<file path="config.mk">
export PLATFORM = sky130hd
export DESIGN_NAME = morse_letter_sequencer
export DESIGN_NICKNAME = d
export VERILOG_FILES = /design/src/rtl/morse_letter_sequencer.sv
export SDC_FILE = /design/constraint.sdc
export NUM_CORES = 1
export LEC_CHECK = 0
export CAP_MARGIN = 40
export CORE_ASPECT_RATIO = 0.75
export CORE_MARGIN = 5
export CORE_UTILIZATION = 25
export CTS_CLUSTER_DIAMETER = 120
export DETAILED_ROUTE_END_ITERATION = 7
export DONT_BUFFER_PORTS = 1
export HOLD_SLACK_MARGIN = 0.03
export SYNTH_ARGS = -nofsm -noshare
export SYNTH_HDL_FRONTEND = slang
export SYNTH_SLANG_ARGS = --single-unit
</file>
<file path="constraint.sdc">
create_clock -name clock -period 2.6 [get_ports clock]
set_input_delay 0.26 -clock clock [delete_from_list [all_inputs] [get_ports clock]]
set_output_delay 0.26 -clock clock [all_outputs]
set_load 0.02 [all_outputs]
</file>
<file path="src/rtl/morse_letter_sequencer.sv">
// Groups single-cycle dot/dash pulses into Morse letters, closes a letter after an inter-letter
// silence, inserts a space after an inter-word silence, and offers each result over valid/ready.
module morse_letter_sequencer #(
  parameter int MAX_SYMBOLS    = 5,
  parameter int GAP_TICKS      = 8,
  parameter int WORD_GAP_TICKS = 20
) (
  input  logic                   clock,
  input  logic                   reset,
  input  logic                   dot,
  input  logic                   dash,
  output logic [MAX_SYMBOLS-1:0] letter_pattern,
  output logic [2:0]             letter_len,
  output logic                   letter_valid,
  input  logic                   letter_ready,
  output logic                   overflow,
  output logic                   dropped
);

  localparam int GAP_W  = $clog2(GAP_TICKS + 1);
  localparam int WORD_W = $clog2(WORD_GAP_TICKS + 1);

  localparam logic [GAP_W-1:0]  GAP_LAST  = GAP_W'(GAP_TICKS - 1);
  localparam logic [GAP_W-1:0]  GAP_ONE   = GAP_W'(1);
  localparam logic [WORD_W-1:0] WORD_LAST = WORD_W'(WORD_GAP_TICKS - 1);
  localparam logic [WORD_W-1:0] WORD_ONE  = WORD_W'(1);
  localparam logic [2:0]        LEN_MAX   = 3'(MAX_SYMBOLS);

  typedef enum logic [1:0] {
    IDLE,
    COLLECT,
    DISCARD,
    HOLD
  } state_t;

  state_t            state;
  logic [GAP_W-1:0]  gap_cnt;
  logic [WORD_W-1:0] word_cnt;
  logic              word_armed;

  logic                   symbol;
  logic                   clash;
  logic                   accept;
  logic [MAX_SYMBOLS-1:0] first_pattern;

  // A simultaneous dot and dash is ambiguous, so it is treated as silence.
  assign symbol        = dot ^ dash;
  assign clash         = dot & dash;
  assign accept        = letter_valid & letter_ready;
  assign first_pattern = {{(MAX_SYMBOLS-1){1'b0}}, dash};

  // NOTE: all state here is sequential, so every assignment is non-blocking; blocking
  // assignments would let later statements see this cycle's new values and break the FSM.
  always_ff @(posedge clock) begin
    if (reset) begin
      state          <= IDLE;
      letter_pattern <= '0;
      letter_len     <= '0;
      letter_valid   <= 1'b0;
      overflow       <= 1'b0;
      dropped        <= 1'b0;
      gap_cnt        <= '0;
      word_cnt       <= '0;
      word_armed     <= 1'b0;
    end else begin
      if (clash) dropped <= 1'b1;

      case (state)
        IDLE: begin
          if (symbol) begin
            letter_pattern <= first_pattern;
            letter_len     <= 3'd1;
            gap_cnt        <= '0;
            word_armed     <= 1'b0;
            state          <= COLLECT;
          end else if (word_armed) begin
            if (word_cnt == WORD_LAST) begin
              letter_pattern <= '0;
              letter_len     <= '0;
              letter_valid   <= 1'b1;
              word_armed     <= 1'b0;
              word_cnt       <= '0;
              state          <= HOLD;
            end else begin
              word_cnt <= word_cnt + WORD_ONE;
            end
          end
        end

        COLLECT: begin
          if (symbol) begin
            gap_cnt <= '0;
            if (letter_len == LEN_MAX) begin
              overflow <= 1'b1;
              state    <= DISCARD;
            end else begin
              letter_pattern <= {letter_pattern[MAX_SYMBOLS-2:0], dash};
              letter_len     <= letter_len + 3'd1;
            end
          end else if (gap_cnt == GAP_LAST) begin
            letter_valid <= 1'b1;
            gap_cnt      <= '0;
            state        <= HOLD;
          end else begin
            gap_cnt <= gap_cnt + GAP_ONE;
          end
        end

        // An over-long letter is swallowed until the line has been quiet for a full letter gap.
        DISCARD: begin
          if (symbol) begin
            gap_cnt <= '0;
          end else if (gap_cnt == GAP_LAST) begin
            letter_pattern <= '0;
            letter_len     <= '0;
            gap_cnt        <= '0;
            state          <= IDLE;
          end else begin
            gap_cnt <= gap_cnt + GAP_ONE;
          end
        end

        HOLD: begin
          if (accept) begin
            letter_valid <= 1'b0;
            if (symbol) begin
              letter_pattern <= first_pattern;
              letter_len     <= 3'd1;
              gap_cnt        <= '0;
              word_armed     <= 1'b0;
              state          <= COLLECT;
            end else begin
              // Only a real letter arms the word gap, so spaces never repeat back-to-back.
              word_armed     <= (letter_len != 3'd0);
              word_cnt       <= '0;
              letter_pattern <= '0;
              letter_len     <= '0;
              state          <= IDLE;
            end
          end else if (symbol) begin
            dropped <= 1'b1;
          end
        end

        default: state <= IDLE;
      endcase
    end
  end

endmodule

</file>
# After elaboration in Yosys (flattened, before gate mapping)
# Index checks and enable logic that the tools add are counted.
[word_totals] register_bits=23 input_bits=5 word_cells=106
[op_classes] n_addsub=3 n_eq_ne=21 mux=59 bitwise_logic=3 n_reduce_logical=11
[op_table] cell="$mux W5" n=13
[op_table] cell="$mux W3" n=8
[op_table] cell="$ne A2 B2 Y1 const B" n=11
[op_table] cell="$reduce_and A7 Y1" n=3
[op_table] cell="$pmux W5 S4" n=1
[op_table] cell="$mux W1" n=18
[op_table] cell="$mux W2" n=9
[op_table] cell="$mux W4" n=4
[op_table] cell="$ne A3 B3 Y1 const B" n=4
[op_table] cell="$pmux W3 S4" n=1
[op_table] cell="$pmux W4 S3" n=1
[op_table] cell="$pmux W5 S2" n=1
[op_table] cell="$pmux W2 S4" n=1
[op_table] cell="$reduce_bool A3 Y1" n=2
[op_table] cell="$add A5 B1 Y5 const B" n=1
[op_table] cell="$eq A5 B5 Y1 const B" n=1
[op_table] cell="$reduce_and A5 Y1" n=1
[op_table] cell="$add A4 B1 Y4 const B" n=1
[op_table] cell="$eq A2 B2 Y1 const B" n=2
[op_table] cell="$eq A4 B3 Y1 const B" n=1
[op_table] cell="$add A3 B1 Y3 const B" n=1
[op_table] cell="$eq A3 B3 Y1 const B" n=1
[op_table] cell="$pmux W1 S3" n=1
[op_table] cell="$reduce_and A3 Y1" n=1
[op_table] cell="other kinds (8)" n=9

# Depth between registers and ports, before layout
# Gate-level depths: netlist of run 1.
[depth] word_depth=5 mapped_depth=7

# Worst setup path after synthesis of run 1
# No wires, ideal clock.
[synth_timing] kind="reg-to-reg" startpoint="register state[0]" endpoint="register word_cnt[1]" setup_ns=0.071 t_arrival_ns=1.808 setup_slack_ns=0.722 path_stages_with_launch=8 n_path_buf=1 period_less_slack_ns=1.878 cell_sequence="dfxtp_1 > inv_1 > ha_1 > buf_6 > mux2i_1 > or3_4 > or4b_1 > a21oi_1"
[synth_between] elab_chain_cells=3
[synth_rtl] element="start: declaration" line="36" source="state_t state;"
[synth_rtl] element="start signal: assignment" line="56" source="state <= IDLE;"
[synth_rtl] element="start signal: assignment" line="75" source="state <= COLLECT;"
[synth_rtl] element="start signal: assignment" line="83" source="state <= HOLD;"
[synth_rtl] element="$eq A2 B2 Y1 or $logic_not A2 Y1 (tied branches)" line="68" source="case (state)"
[synth_rtl] element="$ne A2 B2 Y1 (no source line) or $reduce_bool A2 Y1 (tied branches)"
[synth_rtl] element="$reduce_and A5 Y1 (no source line)"
[synth_rtl] element="end signal: assignment" line="85" source="word_cnt <= word_cnt + WORD_ONE;"
[synth_rtl] element="end: declaration" line="38" source="logic [WORD_W-1:0] word_cnt;"
# Several ways; a longest one is shown, not always the timed one.
# A chain may end at the register's enable or synchronous reset.

# Worst setup path after layout of run 1
# Same ends and word-level chain as after synthesis.

==> results.json, run 1 <==
{
  "outcome": "complete, no violations",
  "cts.sinks": 23,
  "fin_setup_tns_ns": 0,
  "drc_errors": 0,
  "initial_core_util": 0.258,
  "post_cts_buffers": 0,
  "switchingPower_uw": 580,
  "diodes": 0,
  "drt-total-wl_um": 3560,
  "first_pass_iters": 4,
  "ctsResizeCount": 0,
  "synth-edff-count": 0,
  "drtIter0Drc": 120,
  "synth_top_area_cell": "dfxtp_1",
  "die_x_um": 96.1,
  "async_flop_share": 0,
  "fill_cells": 580,
  "path_max_fanout": 11,
  "die_area_um2": 7170,
  "reg2regPathDepth": 5,
  "yosys_warnings": 0,
  "fin_worst_skew_ns": 0.00542,
  "fin_crit_sh": 0.804,
  "p_sw_frac": 0.446,
  "timing_hold_violations_final": 0,
  "ys_types": 46,
  "p_int_uw": 719,
  "clockRootBuffer": "clkbuf_8",
  "slew_headroom": 0.547,
  "power.total_uw": 1300,
  "sequential_cell_area_um2": 460,
  "synth_most_common_cell": "dfxtp_1",
  "cp.required_ns": 2.80,
  "tightest_slew_ns": 0.680,
  "syn_area_um2": 1390,
  "boundaryPins": 16,
  "hold_buffers": 0,
  "synth.top_cell.area_share": 0.331,
  "pre_cts_slack_ns": 0.501,
  "powerDensity_nw_per_um2": 862,
  "vias": 1282,
  "drive_gt1_frac": 0.0625,
  "synth_fa_ha_area_frac": 0.0990,
  "num_rows": 23,
  "synth_top_family_by_area": "compound AO/OA/AOI/OAI gates",
  "leakagePower_uw": 0.000545,
  "syn_inst": 161,
  "worstPathArrival_ns": 2.29,
  "ant_nets": 0,
  "synth_fp_nets": 177,
  "power.ir.vdd_worst_uv": 688,
  "htreeDepth": 1,
  "synthMuxAreaShare": 0.0144,
  "antenna_found_initial": 0,
  "grt_pass1_vias": 1187,
  "end_kind": "flip-flop",
  "slew_viol_final": 0,
  "rsz0062_at_grt": "no",
  "syn_avg_cell_area_um2": 8.63,
  "hpwl_um": 2520,
  "cap_violations": 0,
  "fmax_ghz": 0.479,
  "path_clk_slew_ns": 0.09,
  "clock_power_share": 0.177,
  "critPathKind": "flip-flop to flip-flop",
  "coreArea_um2": 5380,
  "hold_path_depth": 1,
  "cts_inserted_buffers": 3,
  "grt_pass1_wl_um": 5780,
  "overflow": 0,
  "place_congestion": 0.891,
  "vias_per_cell": 5.46,
  "die_h_um": 74.6,
  "setup.worst_path.start_class": "flip-flop",
  "synth_compound_area_frac": 0.290,
  "port_buffers": 0,
  "ys_seq_area_frac": 0.331,
  "p_comb_frac": 0.472,
  "timing.final.crit_period_ns": 2.09,
  "netlist_top_cells_area": "dfxtp_1, ha_1, a21oi_1, o31ai_1, o311ai_0",
  "clk-insertion-delay-late_ns": 0.27,
  "nets": 177,
  "grtUsageTotal": 0.101,
  "hold_path.class": "input port to flip-flop",
  "synth_xor_area_frac": 0,
  "grt_max_degree": 25,
  "fin_ws_ns": 0.511,
  "cts_buffer_depth": 2,
  "ys_ff_latch": 23,
  "syn_to_final_growth_pct": 8.37,
  "multiInputGateArea_um2": 843,
  "yosys-top-cells-count": "dfxtp_1, inv_1, a21oi_1",
  "cts_tree": "yes",
  "setup_viol_count_final": 0,
  "pwr-share-seq": 0.351,
  "synthFlopType": "dfxtp_1",
  "synth-simple-area-share": 0.203,
  "avgRoutedWirePerCell_um": 15.1
}
[through the flow]
stage | cells | cell area (um2) | util | hold WS, ns
floorplan | 161 | 1390 | - | 0.361
global placement | 231 | 1460 | 0.272 | 0.333
detailed placement | 231 | 1460 | 0.272 | 0.334
CTS | 235 | 1510 | 0.280 | 0.0436
global route | 235 | 1510 | 0.280 | 0.0374
finish | 235 | 1510 | 0.280 | 0.0507
[power groups by stage]
stage / registers, uW / clock network [uW] / logic, uW
2_1_floorplan: 455 / 0 / 467
5_1_grt: 464 / 249 / 675
3_5_place_dp: 466 / 0 / 588
6_report: 456 / 229 / 613
3_3_place_gp: 464 / 0 / 596
4_1_cts: 457 / 236 / 594
[path summary, 6_finish.rpt]
kind / start / endpoint / slack (ns)
max: state[0]$_SDFFE_PP0P_ / word_cnt[1]$_SDFFE_PP0P_ / 0.51
min: reset / letter_len[2]$_SDFFE_PP0P_ / 0.05
max reg2reg: state[0]$_SDFFE_PP0P_ / word_cnt[1]$_SDFFE_PP0P_ / 0.51
min reg2reg: gap_cnt[3]$_SDFFE_PP0P_ / gap_cnt[3]$_SDFFE_PP0P_ / 0.46
[metal layers]
metal / track usage / up-vias / wire length [um]
met5: 0 / - / 0
met4: 0.0158 / 0 / 23
met3: 0.0324 / 4 / 272
met2: 0.152 / 42 / 1460
met1: 0.144 / 625 / 1800
li1: - / 611 / -
[sequential cells by signal, indices dropped and copies added, names as in the netlist]
name and flops:
word_cnt 5, dropped 1, overflow 1, state 2, word_armed 1, letter_valid 1, letter_pattern 5, gap_cnt 4
letter_len 3
[critical path: stages (launching register included)]
cell	delay, ns
dfxtp_1	0.35
ha_1	0.35
a21boi_2	0.27
or3_4	0.43
or4b_1	0.48
a21oi_1	0.14
[area by class of cell]
class,instances,share of cell area
flip-flops and latches,23,0.306
inverters,13,0.0324
repair buffers,2,0.00997
well taps,75,0.0623
multi-input cells,118,0.560
clock buffers,4,0.0299
[logic make-up after synthesis]
kind of cell             Yosys count
buffers and inverters             20
AND/OR/NAND/NOR                   48
AO/OA/AOI/OAI                     57
adder cells (fa/ha/maj)           11
multiplexers                       2
flip-flops                        23
[placed cells by master (no fill, tap or decap), drive strengths merged, types with 2 or more instances in the layout]
cell / instances
buf: 2
a21o: 2
a22oi: 2
o41ai: 3
ha: 11
nor2b: 3
a211oi: 2
nand2b: 2
a21oi: 12
nor4: 2
nand3: 3
o311ai: 6
clkbuf: 4
mux2i: 2
nor3: 2
o31ai: 7
or4b: 2
nor2: 7
o21ai: 8
nand2: 10
dfxtp: 23
nand4: 2
inv: 13
nand3b: 6
a31oi: 4
and3: 3
Note: power is estimated with default switching activity, not from simulation.
==> run 2, diff against run 1 <==
==> constraint.sdc (replaced) <==
create_clock -name clock -period 1.95 [get_ports clock]
set_input_delay 0.195 -clock clock [delete_from_list [all_inputs] [get_ports clock]]
set_output_delay 0.195 -clock clock [all_outputs]
set_load 0.02 [all_outputs]
==> run 2 against run 1 <==
  * Cell area rose by 10%
  * First-iteration DRC count shrank 9.2%
  * Clock power up 30%
  * Clock-buffer cell count did not move
  * Via count is 0.78% higher
  * Critical path type unchanged
  * Sequential power rose by 31%
  * Maximum frequency grew 12%
  * Routed wire length increased by 1.9%
  * Hold slack improved by 0.060 ns
  * Critical path depth rose by 1
  * Sequential share of layout area is 2.6 points lower
==> results.json, run 2 (synthesized netlist as in run 1, its figures left out) <==
{
  "outcome": "complete, no violations",
  "cts_tree": "yes",
  "clockRootBuffer": "clkbuf_8",
  "slew_viol_final": 0,
  "vias": 1292,
  "r2r_setup_slack_ns": 0.09,
  "timing.final.crit_period_ns": 1.86,
  "timing_hold_violations_final": 0,
  "port_buffers": 0,
  "setup_viol_count_final": 0,
  "grt_pass1_vias": 1194,
  "slew_headroom": 0.423,
  "cap_violations": 0,
  "drc_errors": 0,
  "layout_common_cells": "dfxtp_1, buf_4, inv_1",
  "clk-insertion-delay-late_ns": 0.27,
  "fin_worst_skew_ns": 0.00372,
  "antenna_found_initial": 0,
  "fin_setup_tns_ns": 0,
  "path_max_fanout": 8,
  "nets": 192,
  "ant_nets": 0,
  "vias_per_cell": 5.17,
  "cts_inserted_buffers": 3,
  "pre_cts_slack_ns": 0.0573,
  "hpwl_um": 2630,
  "drtIter0Drc": 109,
  "crit_family": "compound AO/OA/AOI/OAI gates",
  "fin_crit_sh": 0.953,
  "avgRoutedWirePerCell_um": 14.5,
  "drive_gt1_frac": 0.177,
  "hold_path.class": "input port to flip-flop",
  "num_rows": 23,
  "htreeDepth": 1,
  "post_cts_buffers": 0,
  "first_pass_iters": 4,
  "fin_cells": 250,
  "die_h_um": 74.6,
  "worstPathArrival_ns": 1.98,
  "grt_pass1_wl_um": 5770,
  "r2r-start": "state[0]$_SDFFE_PP0P_",
  "path_cells": "inv_1 > ha_1 > nor2b_1 > a211o_4 > o311ai_1 > o41ai_1",
  "cp_slowest_cell": "dfxtp_4",
  "leakagePower_uw": 0.000630,
  "cts.sinks": 23,
  "syn_to_final_growth_pct": 19.5,
  "drt-total-wl_um": 3630,
  "coreArea_um2": 5380,
  "end_kind": "flip-flop",
  "final_common_cell": "dfxtp_1",
  "tightest_slew_ns": 0.862,
  "grtUsageTotal": 0.105,
  "die_x_um": 96.1,
  "powerDensity_nw_per_um2": 1120,
  "diodes": 0,
  "place_congestion": 0.814,
  "cts_buffer_depth": 2,
  "crit_buf_inv": 1,
  "fmax_ghz": 0.538,
  "setup.worst_path.start_class": "flip-flop",
  "critPathKind": "flip-flop to flip-flop",
  "holdWs_ns": 0.111,
  "cp_slowest_stage_delay_ns": 0.37,
  "placedCellCount": 245,
  "cp.required_ns": 2.07,
  "final_util": 0.309,
  "boundaryPins": 16,
  "power.ir.vdd_worst_uv": 483,
  "overflow": 0,
  "path_clk_slew_ns": 0.08,
  "critPathLaunch": "state[0]$_SDFFE_PP0P_",
  "fin_ws_ns": 0.0913,
  "largestRegisters": "letter_pattern (5), word_cnt (5), gap_cnt (4)",
  "initial_core_util": 0.258,
  "fill_cells": 567,
  "hold_start": "reset",
  "grt_max_degree": 23,
  "die_area_um2": 7170
}
## run 2: cell count changes in the layout (fill, tap and decap cells not counted), sizes merged
cell	previous run	this run
buf	2	16
dlygate4sd3	0	1
## run 2: cell type report
type | count | area [um2] | share of cell area
multi-input cells | 118 | 878 | 0.529
flip-flops and latches | 23 | 465 | 0.280
repair buffers | 17 | 130 | 0.0783
well taps | 75 | 93.8 | 0.0565
inverters | 13 | 48.8 | 0.0294
clock buffers | 4 | 45.0 | 0.0271
## run 2: metrics by stage
step	area, um2	total power [uW]
3_3_place_gp	1570	1510
3_5_place_dp	1570	1490
2_1_floorplan	1390	1230
4_1_cts	1620	1810
5_1_grt	1660	2010
6_report	1660	1870
## run 2: worst paths after layout
check,cells after the start,end
worst max-delay path,6,letter_len[1]$_SDFFE_PP0P_
worst min-delay path,2,word_armed$_SDFFE_PP0P_
worst max register to register,6,letter_len[1]$_SDFFE_PP0P_
worst min register to register,2,gap_cnt[3]$_SDFFE_PP0P_
## run 2: report_power, final
part           switching (uW)  leakage [uW]  internal, uW
combinational             580      0.000420           394
sequential               65.1      0.000187           531
clock                     151     0.0000228           146
total                     797      0.000630          1070
## run 2: layer usage
metal | track usage | part of all wire | up-vias
met4 | 0.0363 | 0.012 | 0
met5 | 0 | 0 | -
met3 | 0.0394 | 0.069 | 6
li1 | - | - | 641
met2 | 0.141 | 0.40 | 35
met1 | 0.152 | 0.52 | 610
## run 2: what timing repair did
| action | CTS | global route |
|---|---|---|
| gates resized for setup | 0 | 12 |
| setup endpoints to repair | 0 | 11 |
| hold endpoints to repair | 22 | 0 |
| hold buffers | 1 | 0 |
## run 2: worst register-to-register path: stages (launching register included)
cell      delay (ns)
dfxtp_4         0.37
inv_1           0.06
ha_1            0.25
nor2b_1         0.19
a211o_4         0.37
o311ai_1        0.33
o41ai_1         0.14
==> run 3, diff against run 2 <==
--- a/config.mk
+++ b/config.mk
@@ -9,10 +9,11 @@
 export CORE_ASPECT_RATIO = 0.75
 export CORE_MARGIN = 5
 export CORE_UTILIZATION = 25
-export CTS_CLUSTER_DIAMETER = 120
+export CTS_CLUSTER_DIAMETER = 40
 export DETAILED_ROUTE_END_ITERATION = 7
 export DONT_BUFFER_PORTS = 1
 export HOLD_SLACK_MARGIN = 0.03
 export SYNTH_ARGS = -nofsm -noshare
 export SYNTH_HDL_FRONTEND = slang
 export SYNTH_SLANG_ARGS = --single-unit
+export TNS_END_PERCENT = 20
==> run 3 against run 2 <==
  * Maximum frequency fell by 0.25%
  * Power fell by 1.9%
  * Critical path type unchanged
  * Via count rose by 0.54%
  * Cell area fell by 0.75%
  * Utilization fell by 0.23 points
  * Combinational power fell by 3.3%
  * Non-clock buffer count did not move
  * Die area did not move
  * Clock skew rose by 0.00081 ns
  * Sequential cell count did not move
  * Sequential power barely moved
==> results.json, run 3 (synthesized netlist as in run 1, its figures left out) <==
{
  "fin_crit_sh": 0.956,
  "end_kind": "flip-flop",
  "grt_pass1_vias": 1194,
  "fill_cells": 571,
  "r2r_setup_slack_ns": 0.09,
  "overflow": 0,
  "critPathKind": "flip-flop to flip-flop",
  "p_comb_frac": 0.514,
  "tightest_slew_ns": 0.850,
  "slew_viol_final": 0,
  "place_congestion": 0.814,
  "path_max_fanout": 8,
  "num_rows": 23,
  "clockRootBuffer": "clkbuf_8",
  "post_cts_buffers": 0,
  "initial_core_util": 0.258,
  "power.ir.vdd_worst_uv": 473,
  "grt_max_degree": 23,
  "drt-total-wl_um": 3510,
  "nets": 192,
  "die_area_um2": 7170,
  "power.total_uw": 1830,
  "setup.worst_path.start_class": "flip-flop",
  "grt_pass1_wl_um": 5770,
  "drtIter0Drc": 95,
  "timing_hold_violations_final": 0,
  "crit_end": "letter_pattern[4]$_SDFFE_PP0P_",
  "final_util": 0.306,
  "syn_to_final_growth_pct": 18.6,
  "worstPathArrival_ns": 1.98,
  "timing.final.crit_period_ns": 1.86,
  "clock_power_share": 0.161,
  "rsz0062_at_grt": "yes",
  "leakagePower_uw": 0.000625,
  "final_common_cell": "dfxtp_1",
  "pre_cts_slack_ns": 0.0573,
  "path_clk_slew_ns": 0.08,
  "r2r_end": "letter_pattern[4]$_SDFFE_PP0P_",
  "outcome": "complete, no violations",
  "switchingPower_uw": 778,
  "htreeDepth": 1,
  "setup_viol_count_final": 0,
  "vias_per_cell": 5.20,
  "die_h_um": 74.6,
  "cts_buffer_depth": 2,
  "cts_inserted_buffers": 3,
  "p_sw_frac": 0.424,
  "port_buffers": 0,
  "boundaryPins": 16,
  "first_pass_iters": 4,
  "antenna_found_initial": 0,
  "cp.required_ns": 2.07,
  "die_x_um": 96.1,
  "fin_worst_skew_ns": 0.00453,
  "slew_headroom": 0.431,
  "clk-insertion-delay-late_ns": 0.26,
  "vias": 1299,
  "ant_nets": 0,
  "hold_path.class": "input port to flip-flop",
  "fmax_ghz": 0.537,
  "p_int_uw": 1060,
  "r2r-start": "gap_cnt[0]$_SDFFE_PP0P_",
  "drive_gt1_frac": 0.171,
  "cts.sinks": 23,
  "largestRegisters": "letter_pattern (5), word_cnt (5), gap_cnt (4)",
  "avgRoutedWirePerCell_um": 14.1,
  "layout_common_cells": "dfxtp_1, buf_4, inv_1",
  "hpwl_um": 2630,
  "grtUsageTotal": 0.105,
  "diodes": 0,
  "powerDensity_nw_per_um2": 1110,
  "fin_ws_ns": 0.0867,
  "cap_violations": 0,
  "cts_tree": "yes",
  "critPathLaunch": "gap_cnt[0]$_SDFFE_PP0P_",
  "reg2regPathDepth": 5,
  "pwr-share-seq": 0.325,
  "coreArea_um2": 5380,
  "drc_errors": 0
}
## run 3: layout make-up
type                    instances  area, um2  area share
clock buffers                   4       45.0      0.0273
well taps                      75       93.8      0.0569
repair buffers                 17        130      0.0789
flip-flops and latches         23        465       0.282
multi-input cells             118        866       0.525
inverters                      13       48.8      0.0296
## run 3: routing by layer
layer | up-vias | GRT usage | routed length (um)
met5 | - | 0 | 0
li1 | 640 | - | -
met3 | 8 | 0.0394 | 265
met2 | 37 | 0.141 | 1350
met4 | 0 | 0.0363 | 57
met1 | 614 | 0.152 | 1840
## run 3: worst min-delay path by stage
stage / start / end / slack [ns] / cells past startpoint
2_1_floorplan: reset / letter_pattern[4]$_SDFFE_PP0P_ / 0.30 / 1
3_3_place_gp: reset / word_cnt[2]$_SDFFE_PP0P_ / 0.27 / 1
3_5_place_dp: reset / word_cnt[2]$_SDFFE_PP0P_ / 0.27 / 1
4_1_cts: reset / word_armed$_SDFFE_PP0P_ / 0.10 / 2
5_1_grt: reset / word_armed$_SDFFE_PP0P_ / 0.11 / 2
6_report: reset / word_armed$_SDFFE_PP0P_ / 0.11 / 2
## run 3: timing repair
| item | 4_1_cts | 5_1_grt |
|---|---|---|
| endpoints found under the hold margin | 22 | 0 |
| setup endpoints to repair | 0 | 11 |
| hold buffers | 1 | 0 |
| gates resized for setup | 0 | 10 |
## run 3: metrics by stage
| stage | cell area (um2) | std cells | setup TNS [ns] | hold WS [ns] |
|---|---|---|---|---|
| 3_5_place_dp | 1570 | 245 | 0 | 0.270 |
| 2_1_floorplan | 1390 | 161 | 0 | 0.296 |
| 4_1_cts | 1620 | 250 | 0 | 0.102 |
| 5_1_grt | 1650 | 250 | -0.0183 | 0.111 |
| 3_3_place_gp | 1570 | 245 | 0 | 0.268 |
| 6_report | 1650 | 250 | 0 | 0.112 |
## run 3: power groups by stage
| stage | registers [uW] | logic (uW) | clock network, uW |
|---|---|---|---|
| 2_1_floorplan | 607 | 623 | 0 |
| 3_3_place_gp | 592 | 914 | 0 |
| 3_5_place_dp | 593 | 900 | 0 |
| 4_1_cts | 584 | 912 | 314 |
| 5_1_grt | 603 | 1040 | 339 |
| 6_report | 596 | 942 | 296 |
## run 3: worst max-delay path, cell delays in order, from the launching register on
cell	delay (ns)
dfxtp_1	0.37
ha_1	0.21
nand3b_1	0.20
a211o_2	0.46
o311ai_0	0.36
o31ai_1	0.13
